File: src/rtl/fifo_uart_tx_if.sv
// FIFO-read and UART-line signal bundle for fifo_uart_tx.
// slave is the transmitter's view; master is the FIFO/line side.
interface fifo_uart_tx_if;
    logic [7:0] i_FIFO_Byte;
    logic       i_FIFO_Ready_To_Read;
    logic       o_FIFO_Shift_Now;
    logic       o_TX_Serial;
    logic       o_TX_Active;
    logic       o_TX_Done;

    modport slave (
        input  i_FIFO_Byte,
        input  i_FIFO_Ready_To_Read,
        output o_FIFO_Shift_Now,
        output o_TX_Serial,
        output o_TX_Active,
        output o_TX_Done
    );

    modport master (
        output i_FIFO_Byte,
        output i_FIFO_Ready_To_Read,
        input  o_FIFO_Shift_Now,
        input  o_TX_Serial,
        input  o_TX_Active,
        input  o_TX_Done
    );
endinterface

File: src/rtl/fifo_uart_tx.sv
// UART transmitter that pulls bytes from an upstream FIFO and sends 8N1 frames.
// Define FIFO_UART_TX_PARITY_EN to insert an even-parity bit (8E1).
module fifo_uart_tx #(
    parameter int CLKS_PER_BIT = 217
) (
    input  logic           i_Clk,
    input  logic           i_Rst,
    fifo_uart_tx_if.slave  bus
);
    localparam int CNT_W = $clog2(CLKS_PER_BIT);
    localparam logic [CNT_W-1:0] CNT_MAX = CNT_W'(CLKS_PER_BIT - 1);

    typedef enum logic [2:0] {
        S_IDLE    = 3'd0,
        S_START   = 3'd1,
        S_DATA    = 3'd2,
`ifdef FIFO_UART_TX_PARITY_EN
        S_PARITY  = 3'd3,
`endif
        S_STOP    = 3'd4,
        S_CLEANUP = 3'd5
    } state_t;

    state_t           state_q, state_d;
    logic [CNT_W-1:0] cnt_q, cnt_d;
    logic [2:0]       bit_idx_q, bit_idx_d;
    logic [7:0]       data_q, data_d;
    logic             serial_q, serial_d;
    logic             active_q, active_d;
    logic             done_q, done_d;
    logic             shift_now_s;
    logic             bit_end_s;

    assign bit_end_s = (cnt_q == CNT_MAX);

    // Next-state, bit timing and byte latch.
    always_comb begin
        state_d     = state_q;
        cnt_d       = cnt_q;
        bit_idx_d   = bit_idx_q;
        data_d      = data_q;
        shift_now_s = 1'b0;
        case (state_q)
            S_IDLE: begin
                cnt_d     = '0;
                bit_idx_d = 3'd0;
                if (bus.i_FIFO_Ready_To_Read) begin
                    data_d      = bus.i_FIFO_Byte;
                    shift_now_s = 1'b1;
                    state_d     = S_START;
                end else begin
                    state_d     = S_IDLE;
                end
            end
            S_START: begin
                if (bit_end_s) begin
                    cnt_d   = '0;
                    state_d = S_DATA;
                end else begin
                    cnt_d   = cnt_q + CNT_W'(1);
                end
            end
            S_DATA: begin
                if (bit_end_s) begin
                    cnt_d = '0;
                    if (bit_idx_q == 3'd7) begin
                        bit_idx_d = 3'd0;
`ifdef FIFO_UART_TX_PARITY_EN
                        state_d   = S_PARITY;
`else
                        state_d   = S_STOP;
`endif
                    end else begin
                        bit_idx_d = bit_idx_q + 3'd1;
                    end
                end else begin
                    cnt_d = cnt_q + CNT_W'(1);
                end
            end
`ifdef FIFO_UART_TX_PARITY_EN
            S_PARITY: begin
                if (bit_end_s) begin
                    cnt_d   = '0;
                    state_d = S_STOP;
                end else begin
                    cnt_d   = cnt_q + CNT_W'(1);
                end
            end
`endif
            S_STOP: begin
                if (bit_end_s) begin
                    cnt_d   = '0;
                    state_d = S_CLEANUP;
                end else begin
                    cnt_d   = cnt_q + CNT_W'(1);
                end
            end
            S_CLEANUP: begin
                cnt_d   = '0;
                state_d = S_IDLE;
            end
            default: begin
                cnt_d     = '0;
                bit_idx_d = 3'd0;
                state_d   = S_IDLE;
            end
        endcase
    end

    // Line outputs decoded from the next state so they register in step with it.
    always_comb begin
        serial_d = 1'b1;
        active_d = 1'b0;
        done_d   = 1'b0;
        case (state_d)
            S_START: begin
                serial_d = 1'b0;
                active_d = 1'b1;
            end
            S_DATA: begin
                serial_d = data_d[bit_idx_d];
                active_d = 1'b1;
            end
`ifdef FIFO_UART_TX_PARITY_EN
            S_PARITY: begin
                serial_d = ^data_d;
                active_d = 1'b1;
            end
`endif
            S_STOP: begin
                serial_d = 1'b1;
                active_d = 1'b1;
            end
            S_CLEANUP: begin
                serial_d = 1'b1;
                done_d   = 1'b1;
            end
            default: begin
                serial_d = 1'b1;
                active_d = 1'b0;
                done_d   = 1'b0;
            end
        endcase
    end

    // State and output registers with synchronous reset.
    always_ff @(posedge i_Clk) begin
        if (i_Rst) begin
            state_q   <= S_IDLE;
            cnt_q     <= '0;
            bit_idx_q <= 3'd0;
            data_q    <= 8'h00;
            serial_q  <= 1'b1;
            active_q  <= 1'b0;
            done_q    <= 1'b0;
        end else begin
            state_q   <= state_d;
            cnt_q     <= cnt_d;
            bit_idx_q <= bit_idx_d;
            data_q    <= data_d;
            serial_q  <= serial_d;
            active_q  <= active_d;
            done_q    <= done_d;
        end
    end

    // The pop must coincide with the fetch cycle, so it stays combinational.
    assign bus.o_FIFO_Shift_Now = shift_now_s & ~i_Rst;
    assign bus.o_TX_Serial      = serial_q;
    assign bus.o_TX_Active      = active_q;
    assign bus.o_TX_Done        = done_q;
endmodule
File: src/flat_wrapper.sv
// flat-port wrapper written by rule: the top's interface ports become plain ports
module fifo_uart_tx_flat 
#(
    parameter int CLKS_PER_BIT = 217
)
  (i_Clk, i_Rst, bus_i_FIFO_Byte, bus_i_FIFO_Ready_To_Read, bus_o_FIFO_Shift_Now, bus_o_TX_Serial, bus_o_TX_Active, bus_o_TX_Done);
  fifo_uart_tx_if bus_i ();
  input  logic i_Clk;
  input  logic i_Rst;
  input wire logic [$bits(bus_i.i_FIFO_Byte)-1:0] bus_i_FIFO_Byte;
  input wire logic [$bits(bus_i.i_FIFO_Ready_To_Read)-1:0] bus_i_FIFO_Ready_To_Read;
  output wire logic [$bits(bus_i.o_FIFO_Shift_Now)-1:0] bus_o_FIFO_Shift_Now;
  output wire logic [$bits(bus_i.o_TX_Serial)-1:0] bus_o_TX_Serial;
  output wire logic [$bits(bus_i.o_TX_Active)-1:0] bus_o_TX_Active;
  output wire logic [$bits(bus_i.o_TX_Done)-1:0] bus_o_TX_Done;
  assign bus_i.i_FIFO_Byte = bus_i_FIFO_Byte;
  assign bus_i.i_FIFO_Ready_To_Read = bus_i_FIFO_Ready_To_Read;
  assign bus_o_FIFO_Shift_Now = bus_i.o_FIFO_Shift_Now;
  assign bus_o_TX_Serial = bus_i.o_TX_Serial;
  assign bus_o_TX_Active = bus_i.o_TX_Active;
  assign bus_o_TX_Done = bus_i.o_TX_Done;
  fifo_uart_tx #(.CLKS_PER_BIT(CLKS_PER_BIT)) u_core (.i_Clk(i_Clk), .i_Rst(i_Rst), .bus(bus_i));
endmodule
File: config.mk
export PLATFORM = sky130hd
export DESIGN_NAME = fifo_uart_tx_flat
export DESIGN_NICKNAME = d
export VERILOG_FILES = /design/src/rtl/fifo_uart_tx_if.sv /design/src/rtl/fifo_uart_tx.sv /design/src/flat_wrapper.sv
export SDC_FILE = /design/constraint.sdc
export NUM_CORES = 1
export LEC_CHECK = 0
export CORE_MARGIN = 2
export CORE_UTILIZATION = 45
export DETAILED_ROUTE_END_ITERATION = 7
export HOLD_SLACK_MARGIN = 0.06
export PLACE_DENSITY = 0.77
export SYNTH_ARGS = -nofsm -noshare
export SYNTH_HDL_FRONTEND = slang
export SYNTH_SLANG_ARGS = --single-unit
File: constraint.sdc
create_clock -name i_Clk -period 4.1 [get_ports i_Clk]
set_input_delay 0.615 -clock i_Clk [delete_from_list [all_inputs] [get_ports i_Clk]]
set_output_delay 0.615 -clock i_Clk [all_outputs]
set_load 0.02 [all_outputs]
==> results of run 1 <==
sequential cells by signal (all words and copies together) (netlist names):
| register | flops |
|---|---|
| u_core.cnt_q | 8 |
| u_core.data_q | 8 |
| u_core.bus.o_TX_Serial | 1 |
| u_core.bit_idx_q | 3 |
| u_core.bus.o_TX_Active | 1 |
| u_core.bus.o_TX_Done | 1 |
| u_core.state_q | 3 |
final timing paths:
kind	from	to	slack (ns)	cells after the start
setup / recovery	bus_i_FIFO_Ready_To_Read	bus_o_FIFO_Shift_Now	1.07	4
hold / removal	u_core.cnt_q[0]	u_core.cnt_q[0]	0.49	1
setup reg to reg	u_core.bit_idx_q[0]	u_core.bus.o_TX_Serial	1.66	9
hold reg to reg	u_core.cnt_q[0]	u_core.cnt_q[0]	0.49	1
cells by family (layout without fill, tap and decap cells):
group / count (synthesis) / after routing / synth area share (%)
flops: 25 / 25 / 40.3
xor+xnor: 7 / 7 / 4.94
mux: 12 / 12 / 9.88
fa+ha+maj: 5 / 5 / 4.84
buf+inv: 14 / 25 / 6.75
simple gates: 54 / 54 / 24.5
compound gates: 16 / 16 / 8.77
power groups by stage:
stage	sequential [W]	clock (W)	combinational, W
floorplan	0.000262	0	0.0000350
global placement	0.000262	0	0.0000495
detailed placement	0.000262	0	0.0000509
CTS	0.000257	0.000120	0.0000511
global route	0.000258	0.000125	0.0000566
finish	0.000257	0.000114	0.0000505
through the flow:
stage | total power [W] | setup WS [ns] | utilization (%) | instances | cell area [µm²]
2_1_floorplan | 0.000297 | 1.81 | - | 133 | 1240
3_3_place_gp | 0.000311 | 1.11 | 50.7 | 171 | 1360
3_5_place_dp | 0.000313 | 1.06 | 50.7 | 171 | 1360
4_1_cts | 0.000428 | 1.05 | 51.8 | 175 | 1390
5_1_grt | 0.000440 | 0.958 | 51.8 | 175 | 1390
6_report | 0.000422 | 1.07 | 51.8 | 175 | 1390
synthesized netlist by cell type:
cell type / number / area, µm²
sky130_fd_sc_hd__nor2_1: 27 / 101
sky130_fd_sc_hd__dfxtp_1: 25 / 500
sky130_fd_sc_hd__mux2i_1: 10 / 100
sky130_fd_sc_hd__inv_1: 7 / 26.3
sky130_fd_sc_hd__o21ai_0: 5 / 25.0
sky130_fd_sc_hd__xor2_1: 5 / 43.8
sky130_fd_sc_hd__and3_1: 4 / 25.0
sky130_fd_sc_hd__ha_1: 4 / 50.1
sky130_fd_sc_hd__nand3_1: 4 / 20.0
sky130_fd_sc_hd__a21oi_1: 2 / 10.0
sky130_fd_sc_hd__a31oi_1: 2 / 12.5
sky130_fd_sc_hd__clkbuf_1: 2 / 7.51
sky130_fd_sc_hd__clkbuf_8: 2 / 27.5
sky130_fd_sc_hd__mux2_2: 2 / 22.5
sky130_fd_sc_hd__nand2_1: 2 / 7.51
sky130_fd_sc_hd__nand3b_1: 2 / 15.0
sky130_fd_sc_hd__nor3b_1: 2 / 15.0
sky130_fd_sc_hd__nor4_1: 2 / 12.5
sky130_fd_sc_hd__o211ai_1: 2 / 15.0
sky130_fd_sc_hd__o31ai_1: 2 / 15.0
sky130_fd_sc_hd__xnor2_1: 2 / 17.5
sky130_fd_sc_hd__a2111oi_2: 1 / 15.0
sky130_fd_sc_hd__a211oi_1: 1 / 7.51
sky130_fd_sc_hd__a32oi_1: 1 / 8.76
sky130_fd_sc_hd__and3_2: 1 / 7.51
sky130_fd_sc_hd__buf_1: 1 / 3.75
sky130_fd_sc_hd__buf_4: 1 / 7.51
sky130_fd_sc_hd__buf_6: 1 / 11.3
sky130_fd_sc_hd__maj3_1: 1 / 10.0
sky130_fd_sc_hd__nand3_4: 1 / 17.5
sky130_fd_sc_hd__nand4b_1: 1 / 8.76
sky130_fd_sc_hd__nor2b_1: 1 / 6.26
sky130_fd_sc_hd__nor2b_2: 1 / 8.76
sky130_fd_sc_hd__nor3_1: 1 / 5.00
sky130_fd_sc_hd__nor3b_4: 1 / 18.8
sky130_fd_sc_hd__or2_2: 1 / 6.26
sky130_fd_sc_hd__or3_1: 1 / 6.26
sky130_fd_sc_hd__or3b_2: 1 / 8.76
sky130_fd_sc_hd__or4b_4: 1 / 13.8
critical path, stage by stage:
cell	delay, ns
sky130_fd_sc_hd__clkdlybuf4s50_1	0.48
sky130_fd_sc_hd__and3_1	0.51
sky130_fd_sc_hd__nor2b_1	0.19
sky130_fd_sc_hd__clkdlybuf4s50_1	0.62
cell type report:
class / count / area share [%]
flip-flops and latches: 25 / 35.9
repair buffers: 14 / 10.1
clock buffers: 3 / 1.62
clock inverters: 1 / 0.539
multi-input cells: 94 / 47.2
well taps: 31 / 2.79
inverters: 7 / 1.89
metal layers:
| layer | part of all wire [%] | vias up | GRT usage [%] | routed length [µm] |
|---|---|---|---|---|
| li1 | - | 482 | - | - |
| met1 | 47 | 427 | 17.8 | 1010 |
| met2 | 48 | 10 | 23.9 | 1020 |
| met3 | 2.5 | 5 | 2.07 | 53 |
| met4 | 2.3 | 0 | 8.16 | 49 |
| met5 | 0 | - | 0 | 0 |
==> results.ini, run 1 <==
[global_routing]
grt_pass1_vias = 882
first_pass_grt_wire_length_um = 3620
maximum_number_of_pins_on_one_net_before_global_route_repair = 18
grt.total_usage_pct = 14.5
global_route.overflow_total = 0
antenna_found_initial = 0

[detailed_routing]
avgRoutedWirePerCell_um = 12.2
postRouteWirelength_um = 2130
via_per_inst = 5.28
drt.antenna.violating_nets = 0
drc = 0
drt-initial-drc-count = 18
num_vias = 924
detail_route.first_pass.iterations = 4

[placed_design]
detailed_place_hpwl_um = 1590
number_of_buffer_cells_added_on_primary_ports = 14
routabilityCongestion = 0.803

[timing]
post_layout_min_period_ns = 3.03
setup_repair_after_global_routing_missed_its_margin = false
final_min_period_over_clock_period_pct = 73.8
relSlewSlack_pct = 60.2
worst_pin_slew_ns = 0.595
highest_attainable_clock_frequency_mhz = 330
finClkSkew_ns = 0.00593
setup_tns_ns = 0
timing.hold.ws_ns = 0.490
final_report_max_slew_violation_count = 0
finalSetupViolations = 0
hold_viol_final = 0

[yosys]
synth.net_count = 148
post_synth_instance_area_um2 = 1240
synth_area_per_cell_um2 = 9.33
yosys_warnings = 0
ys_seq_area_share_pct = 40.3
distinct_cell_type_count_of_the_synthesized_netlist = 39
synth_seq_cells = 25
synth_cells = 133

[final_layout]
final_cell_mix = sky130_fd_sc_hd__nor2_1, sky130_fd_sc_hd__dfxtp_1, sky130_fd_sc_hd__clkdlybuf4s50_1
register_area_um2 = 500
antenna_cells = 0
area_growth_synth_to_finish_pct = 12.2
final_nets = 160
post_route_cells_drive_above_1_share_pct = 9.72
layout_commonest_cell = sky130_fd_sc_hd__nor2_1
multiInputGateArea_um2 = 657
fillerInstances = 246

[setup_path]
worst_setup_path_start_kind = input pin
worst_setup_path_end_kind = output port
worst-endpoint-arrival_ns = 2.41
critPathMaxFanout = 11
path_class = input pin to output port
critical_path_required_ns = 3.48

[clock_network]
cts_resized = 0
cts_num_sinks = 25
clockRootBuffer = sky130_fd_sc_hd__clkbuf_4
cts_buffer_depth = 2
cts_h_tree_depth = 1
tritoncts = yes
clk-insertion-delay-late_ns = 0.33
cts_hold_repair.buffers = 0
cts_made_buffers = 3
cts_setup_buffers = 0
cts.clk_slew.worst_paths_ns = 0.13

[power]
pwr_density_cell_nw_per_um2 = 303
switching_share_pct = 25.2
total_switching_power_w = 0.000106
irDropWorstVdd_v = 0.000233
power.internal_w = 0.000316
power_frac_comb_pct = 12.0
seq_power_share_pct = 60.9
clockPowerShare_pct = 27.1
power.static_leakage_nw = 0.531

[die]
fp.dieH_um = 56.5
pin_count = 15
placeableCoreArea_um2 = 2690
fp-row-count = 19
dieWidth_um = 56.5
start_util_pct = 46.2
die_area_um2 = 3190

[flow_run]
drv.max_cap_violation_count = 0

[min_path]
worstHoldPathType = flop to flop

[outcome]
run_status = complete, no violations

(Power assumes the default switching activity.)
==> run 2, diff against run 1 <==
- clock period: 4.1 -> 3.1 ns (I/O delays scaled with it)
==> run 2 against run 1 <==
Critical endpoint unchanged; register-to-register slack worse by 0.94 ns; via count up 2.9%; largest cell class unchanged; clock power up 27%; global-route usage up 0.60 points; combinational power up 38%; non-clock buffer count up 2; final cell count up 1.1%.
==> results.ini, run 2 (synthesized netlist as in run 1, its figures left out) <==
[setup_path]
worst_path_largest_cell_delay_ns = 0.61  ; about the same
critPathMaxFanout = 12  ; +1
path_buf_inv = 1  ; -1
worstReg2RegEnd = u_core.bus.o_TX_Serial
path_class = flop to output port
cp-endpoint = bus_o_FIFO_Shift_Now
slowest_stage = sky130_fd_sc_hd__clkdlybuf4s50_1
timing.rr.start = u_core.bit_idx_q[0]
worst_setup_path_start_kind = flop
critical_path.cell_chain = nor2_1, and3_1, nor2b_1, clkdlybuf4s50_1
reg2reg_setup_slack_ns = 0.72  ; -0.94 ns
crit_family = buffers and inverters
worstSetupStartpoint = u_core.state_q[2]
worst-path-stages = 4  ; unchanged
r2r.worst_path.cells = 9  ; unchanged
critical_path_required_ns = 2.63  ; -0.85 ns
worst-endpoint-arrival_ns = 2.01  ; -0.40 ns
worst_setup_path_end_kind = output port

[final_layout]
final_nets = 162  ; +1.3%
post-route-util_pct = 52.3  ; +0.42 points
area_growth_synth_to_finish_pct = 13.1
non_filler_cells_in_the_finished_layout = 177  ; +1.1%
final_cell_mix = sky130_fd_sc_hd__nor2_1, sky130_fd_sc_hd__dfxtp_1, sky130_fd_sc_hd__clkdlybuf4s50_1
antenna_cells = 0  ; unchanged
stdcell_area_um2 = 1400  ; +0.81%
post_route_cells_drive_above_1_share_pct = 10.3  ; +0.55 points
largestRegisters = u_core.cnt_q (8), u_core.data_q (8)
layout_commonest_cell = sky130_fd_sc_hd__nor2_1

[die]
placeableCoreArea_um2 = 2690  ; unchanged
pin_count = 15  ; unchanged
start_util_pct = 46.2  ; unchanged
die_area_um2 = 3190  ; unchanged
fp-row-count = 19  ; unchanged
fp.dieH_um = 56.5  ; unchanged
dieWidth_um = 56.5  ; unchanged

[global_routing]
grtUsageMet1_pct = 18.6  ; +0.80 points
global_route.overflow_total = 0  ; unchanged
first_pass_grt_wire_length_um = 3860  ; +6.7%
use_met2_pct = 24.4  ; +0.50 points
grt.total_usage_pct = 15.1  ; +0.60 points
top_usage_layer = met2
grt_pass1_vias = 932  ; +5.7%
global_route.usage.met3_pct = 4.61  ; +2.5 points
antenna_found_initial = 0  ; unchanged
maximum_number_of_pins_on_one_net_before_global_route_repair = 18  ; unchanged

[clock_network]
clockRootBuffer = sky130_fd_sc_hd__clkbuf_4
cts_setup_buffers = 0  ; unchanged
cts_resized = 0  ; unchanged
tritoncts = yes
clk-insertion-delay-late_ns = 0.32  ; about the same
cts_buffer_depth = 2  ; unchanged
cts_hold_repair.buffers = 0  ; unchanged
cts_h_tree_depth = 1  ; unchanged
cts.clk_slew.worst_paths_ns = 0.14  ; about the same
cts_num_sinks = 25  ; unchanged
cts_made_buffers = 3  ; unchanged

[flow_run]
drv.max_cap_violation_count = 0  ; unchanged

[min_path]
worstHoldPathType = flop to flop

[timing]
setup_tns_ns = 0  ; unchanged
highest_attainable_clock_frequency_mhz = 404
post_layout_min_period_ns = 2.48
hold_viol_final = 0  ; unchanged
finClkSkew_ns = 0.0184  ; +0.0125 ns
relSlewSlack_pct = 67.6  ; +7.4 points
final_min_period_over_clock_period_pct = 79.9
timing.hold.ws_ns = 0.489  ; -0.00109 ns
worst_pin_slew_ns = 0.486  ; -0.109 ns
setup_repair_after_global_routing_missed_its_margin = false
finalSetupViolations = 0  ; unchanged
final_report_max_slew_violation_count = 0  ; unchanged

[detailed_routing]
drt-initial-drc-count = 31  ; +13
detail_route.first_pass.iterations = 4  ; unchanged
postRouteWirelength_um = 2160  ; +1.5%
drt.antenna.violating_nets = 0  ; unchanged
via_per_inst = 5.37  ; +1.8%
drc = 0  ; unchanged
num_vias = 951  ; +2.9%
avgRoutedWirePerCell_um = 12.2  ; +0.31%

[placed_design]
dpl_cell_area_um2 = 1380  ; +1.1%
number_of_buffer_cells_added_on_primary_ports = 14  ; unchanged
detailed_place_hpwl_um = 1630  ; +2.7%
dp_cells = 173  ; +1.2%
routabilityCongestion = 0.726  ; -9.6%

[power]
power.static_leakage_nw = 0.541  ; +2.0%
irDropWorstVdd_v = 0.000297  ; +28%
pwr_density_cell_nw_per_um2 = 394  ; +30%

[outcome]
run_status = complete, no violations

## run 2: worst min path at each step
stage,startpoint,to,slack [ns],cells past startpoint
3_5_place_dp,u_core.cnt_q[0],u_core.cnt_q[0],0.47,1
2_1_floorplan,u_core.cnt_q[0],u_core.cnt_q[0],0.44,1
4_1_cts,u_core.cnt_q[0],u_core.cnt_q[0],0.50,1
6_report,u_core.cnt_q[0],u_core.cnt_q[0],0.49,1
3_3_place_gp,u_core.cnt_q[0],u_core.cnt_q[0],0.45,1
5_1_grt,u_core.cnt_q[0],u_core.cnt_q[0],0.53,1
## run 2: final cells by class
class / instances / area [µm²]
well taps: 31 / 38.8
multi-input cells: 94 / 657
repair buffers: 16 / 155
flip-flops and latches: 25 / 500
clock buffers: 4 / 26.3
inverters: 7 / 26.3
fillers: 245 / 1280
## run 2: stage by stage
stage | worst slack, ns | total power (W)
final | 0.622 | 0.000554
after global routing | 0.457 | 0.000578
after global placement | 0.688 | 0.000415
after floorplan | 0.815 | 0.000392
after CTS | 0.611 | 0.000557
after detailed placement | 0.667 | 0.000417
## run 2: metal layers
metal | routed length (µm) | part of all wire (%)
met4 | 24 | 1.1
met1 | 1030 | 48
met3 | 82 | 3.8
met5 | 0 | 0
met2 | 1020 | 47
## run 2: power by group
group	total [W]	leakage, nW	switching (W)	internal (W)
registers	0.000340	0.204	0.00000738	0.000332
clock network	0.000145	0.0150	0.0000942	0.0000503
logic	0.0000695	0.323	0.0000320	0.0000375
total	0.000554	0.541	0.000134	0.000420
==> run 3, diff against run 2 <==
- PLACE_DENSITY: 0.77 -> 0.79
- clock period: 3.1 -> 2 ns (I/O delays scaled with it)
==> run 3 against run 2 <==
The flow now finishes with violations (setup timing); final area rose by 19%; routed wire length rose by 18%; via count rose by 9.4%; sequential share of layout area fell by 5.5 points; first-iteration DRC count fell by 26%; worst hold slack improved by 0.024 ns; clock skew fell by 0.011 ns; clock power rose by 59%; combinational power rose by 110%; critical path depth rose by 5; highest routed layer unchanged.
==> results.ini, run 3 (synthesized netlist as in run 1, its figures left out) <==
[clock_network]
clk-insertion-delay-late_ns = 0.33  ; about the same
cts_h_tree_depth = 1  ; unchanged
cts_made_buffers = 3  ; unchanged
cts_num_sinks = 25  ; unchanged
cts_buffer_depth = 2  ; unchanged
clockRootBuffer = sky130_fd_sc_hd__clkbuf_4
tritoncts = yes
cts.clk_slew.worst_paths_ns = 0.14  ; about the same

[detailed_routing]
avgRoutedWirePerCell_um = 12.4  ; +2.0%
detail_route.first_pass.iterations = 4  ; unchanged
drt.antenna.violating_nets = 0  ; unchanged
drc = 0  ; unchanged
postRouteWirelength_um = 2540  ; +18%
drt-initial-drc-count = 23  ; -26%
num_vias = 1040  ; +9.4%
via_per_inst = 5.10  ; -5.1%

[die]
fp.dieH_um = 56.5  ; unchanged
fp-row-count = 19  ; unchanged
start_util_pct = 46.2  ; unchanged
pin_count = 15  ; unchanged
die_area_um2 = 3190  ; unchanged
placeableCoreArea_um2 = 2690  ; unchanged
dieWidth_um = 56.5  ; unchanged

[outcome]
run_status = finished with violations
violations = setup timing

[power]
power.internal_w = 0.000674  ; +61%
total_switching_power_w = 0.000227  ; +70%
power_frac_comb_pct = 16.5  ; +3.9 points
irDropWorstVdd_v = 0.000447  ; +50%
total_power_w = 0.000901  ; +63%
seq_power_share_pct = 57.9  ; -3.4 points
power.static_leakage_nw = 0.695  ; +28%
pwr_density_cell_nw_per_um2 = 538  ; +37%
clockPowerShare_pct = 25.6  ; -0.5 points
switching_share_pct = 25.2  ; +1.1 points

[final_layout]
multiInputGateArea_um2 = 711  ; +8.2%
final_nets = 189  ; +17%
fillerInstances = 221  ; -9.8%
area_growth_synth_to_finish_pct = 34.9
layout_commonest_cell = sky130_fd_sc_hd__buf_4
register_area_um2 = 505  ; +1.0%
final_cell_mix = sky130_fd_sc_hd__buf_4, sky130_fd_sc_hd__nor2_1, sky130_fd_sc_hd__dfxtp_1
antenna_cells = 0  ; unchanged
post_route_cells_drive_above_1_share_pct = 31.8  ; +22 points
largestRegisters = u_core.cnt_q (8), u_core.data_q (8)

[setup_path]
critPathMaxFanout = 5  ; -7
worst_setup_path_end_kind = flop
critical_path_required_ns = 2.26  ; -0.37 ns
path_class = flop to flop
path_buf_inv = 1  ; unchanged
critical_path.cell_chain = ha_4, ha_4, inv_1, or4b_4, nand3_4, mux2_4, nor3b_2, nor4_1, o31ai_1
slowest_stage = sky130_fd_sc_hd__or4b_4
crit_family = simple AND/OR/NAND/NOR gates
path_common_cell = sky130_fd_sc_hd__ha_4
worst-endpoint-arrival_ns = 2.47  ; +0.46 ns
worst_setup_path_start_kind = flop
worst_path_largest_cell_delay_ns = 0.49  ; -0.12 ns

[timing]
worst_pin_slew_ns = 0.318  ; -0.168 ns
finalSetupViolations = 1  ; +1
final_report_max_slew_violation_count = 0  ; unchanged
post_layout_min_period_ns = 2.21
final_min_period_over_clock_period_pct = 111
relSlewSlack_pct = 78.7  ; +11 points
finClkSkew_ns = 0.00770  ; -0.0107 ns
setup_repair_after_global_routing_missed_its_margin = true
setup_ws_ns = -0.215  ; -0.837 ns
timing.hold.ws_ns = 0.513  ; +0.0242 ns
highest_attainable_clock_frequency_mhz = 452
hold_viol_final = 0  ; unchanged
setup_tns_ns = -0.215  ; -0.215 ns

[placed_design]
detailed_place_hpwl_um = 2010  ; +23%
number_of_buffer_cells_added_on_primary_ports = 14  ; unchanged
routabilityCongestion = 0.802  ; +10%

[global_routing]
grt.total_usage_pct = 17.4  ; +2.3 points
first_pass_grt_wire_length_um = 4400  ; +14%
global_route.overflow_total = 0  ; unchanged
maximum_number_of_pins_on_one_net_before_global_route_repair = 17  ; -1
antenna_found_initial = 0  ; unchanged
grt_pass1_vias = 1051  ; +13%

[flow_run]
drv.max_cap_violation_count = 0  ; unchanged

[min_path]
worstHoldPathType = flop to flop

## run 3: cell types whose count changed in the layout (fill, tap and decap cells not counted), moves of 2 or more
cell and change:
sky130_fd_sc_hd__mux2_4 +2, sky130_fd_sc_hd__nor3b_2 +2, sky130_fd_sc_hd__nor3b_1 -2, sky130_fd_sc_hd__mux2_2 -2, sky130_fd_sc_hd__buf_4 +26, sky130_fd_sc_hd__ha_4 +2
sky130_fd_sc_hd__dfxtp_1 -4, sky130_fd_sc_hd__dfxtp_2 +4, sky130_fd_sc_hd__ha_1 -2
## run 3: per-layer routing
metal,share of wire (%),up-vias,GRT usage [%]
met5,0,-,0
met4,1.7,0,7.14
met3,1.4,5,2.76
met2,52,12,31.9
met1,45,481,19.7
li1,-,542,-
## run 3: path summary, 6_finish.rpt
| kind | to | start | slack, ns | depth (start not counted) |
|---|---|---|---|---|
| min | u_core.data_q[3] | u_core.data_q[3] | 0.51 | 2 |
| max reg2reg | u_core.bus.o_TX_Serial | u_core.bit_idx_q[1] | -0.21 | 9 |
| min reg2reg | u_core.data_q[3] | u_core.data_q[3] | 0.51 | 2 |
| max | u_core.bus.o_TX_Serial | u_core.bit_idx_q[1] | -0.21 | 9 |
## run 3: worst min-delay path, delay by kind of cell, from the launching register on
kind	cells	cell delay [ns]
flops	1	0.34
mux	1	0.08
simple gates	1	0.08
## run 3: what timing repair did
item | CTS | global route
gates resized for setup | 1 | 7
setup buffers | 0 | 1
hold buffers | 0 | 0
setup endpoints to repair | 2 | 3
pin swaps | 1 | 2
## run 3: power groups by stage
stage	sequential [W]	combinational (W)	clock [W]
CTS	0.000522	0.000148	0.000239
global placement	0.000532	0.000143	0
finish	0.000522	0.000148	0.000231
detailed placement	0.000534	0.000148	0
global route	0.000524	0.000163	0.000257
floorplan	0.000536	0.0000748	0
## run 3: cell type report
cell class	instances	share of cell area [%]
multi-input combinational	94	42.5
timing repair buffer	43	21.8
clock buffer	3	1.35
tap	31	2.32
inverter	7	1.57
clock inverter	1	0.299
sequential	25	30.2
## run 3: through the flow
stage / worst slack (ns) / std cells / util, % / instance area (µm²)
6_report: -0.215 / 204 / 62.3 / 1670
5_1_grt: -0.327 / 204 / 62.3 / 1670
4_1_cts: -0.230 / 203 / 61.7 / 1660
3_5_place_dp: -0.251 / 199 / 60.7 / 1630
3_3_place_gp: -0.202 / 199 / 60.7 / 1630
2_1_floorplan: -0.176 / 133 / - / 1290
